`src/rtl/csel_pipe_adder.sv`:
```
// Two-stage pipelined carry-select adder with valid/ready handshakes.
// Stage 1 registers the lower-half sum and both speculative upper-half sums;
// stage 2 selects the upper half using the registered lower-half carry.
module csel_pipe_adder #(
    parameter int WIDTH = 16
) (
    input  logic             clk,
    input  logic             rst,
    input  logic             in_valid,
    output logic             in_ready,
    input  logic [WIDTH-1:0] a,
    input  logic [WIDTH-1:0] b,
    input  logic             cin,
    output logic             out_valid,
    input  logic             out_ready,
    output logic [WIDTH-1:0] sum,
    output logic             cout
);

    localparam int LO_W = WIDTH / 2;
    localparam int HI_W = WIDTH - LO_W;

    // Combinational block sums feeding stage 1
    logic [LO_W:0] lo_add;
    logic [HI_W:0] hi_add0;
    logic [HI_W:0] hi_add1;

    // Stage-1 registers
    logic [LO_W-1:0] lo_sum;
    logic            lo_c;
    logic [HI_W-1:0] hi_sum0;
    logic            hi_c0;
    logic [HI_W-1:0] hi_sum1;
    logic            hi_c1;
    logic            s1_valid;

    // Handshake / advance controls
    logic s2_adv;
    logic s1_adv;
    logic in_xfer;

    // Three independent block adders: lower half, upper half assuming carry 0 and 1
    always_comb begin
        lo_add  = {1'b0, a[LO_W-1:0]} + {1'b0, b[LO_W-1:0]} + {{LO_W{1'b0}}, cin};
        hi_add0 = {1'b0, a[WIDTH-1:LO_W]} + {1'b0, b[WIDTH-1:LO_W]};
        hi_add1 = {1'b0, a[WIDTH-1:LO_W]} + {1'b0, b[WIDTH-1:LO_W]} + {{HI_W{1'b0}}, 1'b1};
    end

    // Pipeline advance: a stage may load when it is empty or its successor moves on
    always_comb begin
        s2_adv   = !out_valid || out_ready;
        s1_adv   = !s1_valid || s2_adv;
        in_ready = s1_adv && !rst;
        in_xfer  = in_valid && in_ready;
    end

    // Stage 1: capture the three partial sums whenever the stage can advance
    always_ff @(posedge clk) begin
        if (rst) begin
            s1_valid <= 1'b0;
            lo_sum   <= '0;
            lo_c     <= 1'b0;
            hi_sum0  <= '0;
            hi_c0    <= 1'b0;
            hi_sum1  <= '0;
            hi_c1    <= 1'b0;
        end else if (s1_adv) begin
            s1_valid <= in_xfer;
            lo_sum   <= lo_add[LO_W-1:0];
            lo_c     <= lo_add[LO_W];
            hi_sum0  <= hi_add0[HI_W-1:0];
            hi_c0    <= hi_add0[HI_W];
            hi_sum1  <= hi_add1[HI_W-1:0];
            hi_c1    <= hi_add1[HI_W];
        end
    end

    // Stage 2: carry-select mux on the registered lower carry, holds while stalled
    always_ff @(posedge clk) begin
        if (rst) begin
            out_valid <= 1'b0;
            sum       <= '0;
            cout      <= 1'b0;
        end else if (s2_adv) begin
            out_valid <= s1_valid;
            sum       <= {(lo_c ? hi_sum1 : hi_sum0), lo_sum};
            cout      <= lo_c ? hi_c1 : hi_c0;
        end
    end

endmodule

```
`config.mk`:
```
export PLATFORM = sky130hd
export DESIGN_NAME = csel_pipe_adder
export DESIGN_NICKNAME = d
export VERILOG_FILES = /design/src/rtl/csel_pipe_adder.sv
export SDC_FILE = /design/constraint.sdc
export NUM_CORES = 1
export LEC_CHECK = 0
export CAP_MARGIN = 10
export CELL_PAD_IN_SITES_DETAIL_PLACEMENT = 2
export CELL_PAD_IN_SITES_GLOBAL_PLACEMENT = 2
export CORE_MARGIN = 3
export CORE_UTILIZATION = 31
export CTS_BUF_LIST = sky130_fd_sc_hd__clkbuf_4
export CTS_CLUSTER_SIZE = 40
export DETAILED_ROUTE_END_ITERATION = 10
export HOLD_SLACK_MARGIN = 0.12
export PLACE_DENSITY_LB_ADDON = 0.1
export SLEW_MARGIN = 15
export SYNTH_ARGS = -nofsm -noshare
export SYNTH_HDL_FRONTEND = slang
export SYNTH_SLANG_ARGS = --single-unit
```
`constraint.sdc`:
```
create_clock -name clk -period 2.45 [get_ports clk]
set_input_delay 0.245 -clock clk [delete_from_list [all_inputs] [get_ports clk]]
set_output_delay 0.245 -clock clk [all_outputs]
set_load 0.05 [all_outputs]
```
Yosys cells after proc, flatten, opt, wreduce, memory -nomap -nowiden --
Cells that the tools add are included.
Word-level totals: input port bits 37, register bits after elaboration 46, RAM bits 0, memories 0, latch bits 0, word-level logic and storage cells 23, memory bits (read-only) 0
Operators by class: bitwise gates (word level) 0, $add $sub $neg 4, reductions and logical operators 7, equal/unequal tests 0, divide/modulo/power cells 0, magnitude comparators 0, shift operators 0, muxes and demuxes 2, $mul 0
Operators with widths (number):
- adder 8 x 8 -> 9 bit | 2
- adder 9 x 1 -> 9 bit | 1
- adder 9 x 1 -> 9 bit (second input constant) | 1
- two-way mux 8 bit | 1
- logical NOT 1 bit | 3
- logical AND 1 bit | 2
- logical OR 1 bit | 2
- two-way mux 1 bit | 1

Longest topological paths before layout --
depth after elaboration 5, depth in mapped cells 10, mapped depth without buffers 10

Worst setup path after synthesis --
OpenSTA, ideal clock, no wires.
kind register to register, start point register out_valid, end point register lo_sum[7], required time 2.371 ns, buffers on the path 0, arrival 2.046 ns, cell stages (with the launch flop) 7, library setup time 0.079 ns, slack 0.325 ns, cell sequence dfxtp_1 -> nor2b_1 -> and2_1 -> nor2_1 -> nand2_1 -> a211o_1 -> o211ai_1
Between the ends: word-level cells in the longest chain between the ends 3
Ends and longest elaborated chain:
- start: declaration | RTL line 14 | output logic out_valid,
- start signal: assignment | RTL line 85 | out_valid <= s1_valid;
- logical NOT 1 bit | RTL line 51 | s2_adv = !out_valid || out_ready;
- logical OR 1 bit | RTL line 51
- logical OR 1 bit | RTL line 52 | s1_adv = !s1_valid || s2_adv;
- end signal: assignment | RTL line 69 | lo_sum <= lo_add[LO_W-1:0];
- end: declaration | RTL line 29 | logic [LO_W-1:0] lo_sum;
Every way passes these cells. A chain may end at the register's enable or synchronous reset.

Final worst setup path --
start point input a[8], end point register hi_sum1[7]
Between the ends: word-level cells in the longest chain between the ends 2
Ends and longest elaborated chain:
- start: declaration | RTL line 11 | input logic [WIDTH-1:0] a,
- adder 8 x 8 -> 9 bit | RTL line 46 | hi_add1 = {1'b0, a[WIDTH-1:LO_W]} + {1'b0, b[WIDTH-1:LO_W]} + {{HI_W{1'b0}}, 1'b1};
- adder 9 x 1 -> 9 bit | RTL line 46
- end signal: assignment | RTL line 73 | hi_sum1 <= hi_add1[HI_W-1:0];
- end: declaration | RTL line 33 | logic [HI_W-1:0] hi_sum1;
Every way passes these cells.

==> impl_metrics.py <==
metrics = {
    "sta": {
        "rsz0062_at_grt": "false",
        "relSlewSlack": 0.576,
        "finalCritPeriodShare": 0.910,
        "setup_slack_ns": 0.220,
        "setup_tns_ns": 0,
        "worst_pin_slew_ns": 0.635,
        "clock_skew_ns": 0.0102,
        "min_period_ns": 2.23,
        "hold_viol": 0,
        "fmax_ghz": 0.448,
        "final-setup-viol-count": 0,
        "slew_violations": 0,
    },
    "floorplanning": {
        "die-width_microns": 97.9,
        "core_area_sq_mm": 0.00797,
        "row_count": 32,
        "initial_core_util": 0.329,
        "die_h_microns": 97.9,
        "ios": 56,
        "dieArea_sq_mm": 0.00959,
    },
    "route": {
        "antenna_left": 0,
        "drtIter0Drc": 54,
        "avgViaCountPerCell": 4.98,
        "drc": 0,
        "post_drt_wl_per_cell_microns": 14.5,
        "vias": 2350,
        "dr.pass1.iters": 4,
        "routed_wl_microns": 6860,
    },
    "clock_tree": {
        "h-tree-depth": 2,
        "cts_setup_buffers": 0,
        "cts_buffer_depth": 2,
        "cts_root_buffer": "clkbuf_4",
        "tritoncts": "done",
        "clock_sinks": 46,
        "clock_latency_ns": 0.36,
        "ctsHoldBuffers": 0,
        "clk_pin_slew_ns": 0.14,
        "numCtsBuffers": 5,
        "post_cts_resized": 0,
    },
    "setup_path": {
        "cp.arrival_ns": 2.52,
        "critPathRequiredTime_ns": 2.74,
        "critPathMaxFanout": 3,
        "start_kind": "input port",
        "end_kind": "flop",
        "worstSetupPathType": "in -> reg",
        "r2r_cells": 4,
    },
    "global_route": {
        "grt_pass1_vias": 2437,
        "grt.overflow.total": 0,
        "grt_max_degree": 34,
        "grt_use_total": 0.145,
        "antenna_found_initial": 0,
        "grt_pass1_wl_microns": 11700,
    },
    "placed_design": {
        "postPlaceCellArea_sq_mm": 0.00332,
        "hpwl_microns": 5530,
        "gp_congestion": 0.749,
        "port_buffers": 55,
        "pre_cts_ws_ns": -0.179,
        "dp.cells": 464,
    },
    "cells_and_area": {
        "utilization": 0.424,
        "fillCellCount": 911,
        "area_growth_pct": 29.0,
        "num_antenna_cells": 0,
        "final_cell_mix": "53 x clkdlybuf4s50_1, 48 x nand2_1, 46 x dfxtp_1, 29 x nor2_1, 28 x a21oi_1",
        "drive_gt1_frac": 0.122,
        "final_cells": 472,
        "final_common_cell": "clkdlybuf4s50_1",
        "final_area_sq_mm": 0.00338,
        "final_nets": 425,
    },
    "logic_synthesis": {
        "ys_seq_area_frac": 0.351,
        "synthCells": 306,
        "synth_seq_cells": 46,
        "synth.cell_area_sq_mm": 0.00262,
        "async_reset_ff_frac": 0,
        "synthFlopType": "dfxtp_1",
        "synth_nets": 362,
        "synth_edf_count": 0,
        "ys_types": 56,
        "yosys_warnings": 0,
        "syn_area_per_cell_sq_um": 8.56,
    },
    "power_and_ir_drop": {
        "power_density_mw_per_mm2": 564,
        "p_leak_nw": 1.38,
        "peakVddDrop_uv": 170,
    },
    "job": {
        "maxCapViolCount": 0,
    },
    "hold_path": {
        "hold_depth": 2,
        "hp-class": "in -> reg",
    },
    "outcome": {
        "status": "complete, no violations",
    },
}
-- synthesized netlist by cell type (5+ instances only) --
cell type / number / share of area
a211oi_1: 16 / 0.046
dfxtp_1: 46 / 0.35
inv_1: 14 / 0.020
clkbuf_1: 8 / 0.011
nor2_1: 29 / 0.042
xnor2_1: 6 / 0.020
ha_1: 16 / 0.076
a21oi_1: 28 / 0.053
nand2_1: 48 / 0.069
mux2i_1: 12 / 0.046
o21a_1: 5 / 0.014
-- state kept, by name, indices dropped and copies added (netlist names) --
signal / flops
lo_c: 1
hi_c0: 1
lo_sum: 8
out_valid: 1
hi_sum1: 8
s1_valid: 1
cout: 1
hi_sum0: 8
hi_c1: 1
sum: 16
-- final timing paths --
kind	start	endpoint	slack, ns
min	rst	hi_sum0[7]	0.36
max reg2reg	out_valid	lo_sum[4]	0.87
min reg2reg	sum[2]	sum[2]	0.46
max	a[8]	hi_sum1[7]	0.22
-- per-stage QoR --
stage,total power [W],hold WS [ns]
floorplan,0.00132,0.366
global placement,0.00154,0.438
detailed placement,0.00157,0.447
CTS,0.00194,0.338
global route,0.00204,0.371
finish,0.00191,0.358
-- cells by family (layout without fill, tap and decap cells) --
group | count (synthesis) | after routing | share of synthesized area
AO/OA/AOI/OAI | 74 | 74 | 0.195
AND/OR/NAND/NOR | 113 | 113 | 0.202
flip-flops | 46 | 46 | 0.351
buffers and inverters | 31 | 95 | 0.0635
adder cells (fa/ha/maj) | 19 | 19 | 0.0993
multiplexers | 12 | 12 | 0.0458
XOR/XNOR | 11 | 11 | 0.0425
-- layout make-up --
type	instances	area, sq um	share of cell area
inverters	15	56.3	0.0167
well taps	102	128	0.0378
repair buffers	72	683	0.202
clock inverters	3	21.3	0.00629
flip-flops and latches	46	921	0.272
multi-input cells	229	1530	0.454
clock buffers	5	37.5	0.0111
-- power by group --
part           leakage, nW  internal, W  switching [W]
logic                0.969     0.000299       0.000353
clock network       0.0312     0.000112       0.000254
registers            0.381     0.000834      0.0000533
-- routing by layer --
layer  share of wire  track usage  wire length, microns  up-vias
met5               0            0                     0        -
met4          0.0057       0.0319                    39        0
met3           0.034       0.0250                   230        4
met2            0.47        0.238                  3210       43
met1            0.49        0.199                  3390     1117
li1                -            -                     -     1186
-- worst max-delay path, stage by stage --
cell and delay, ns:
clkdlybuf4s50_1 0.48, ha_1 0.18, inv_1 0.06, fa_1 0.39, xnor2_1 0.28, nand3_1 0.14, nor3_1 0.22, nand4_1 0.15
xnor2_1 0.15, a211oi_1 0.21
(Power assumes the default switching activity.)
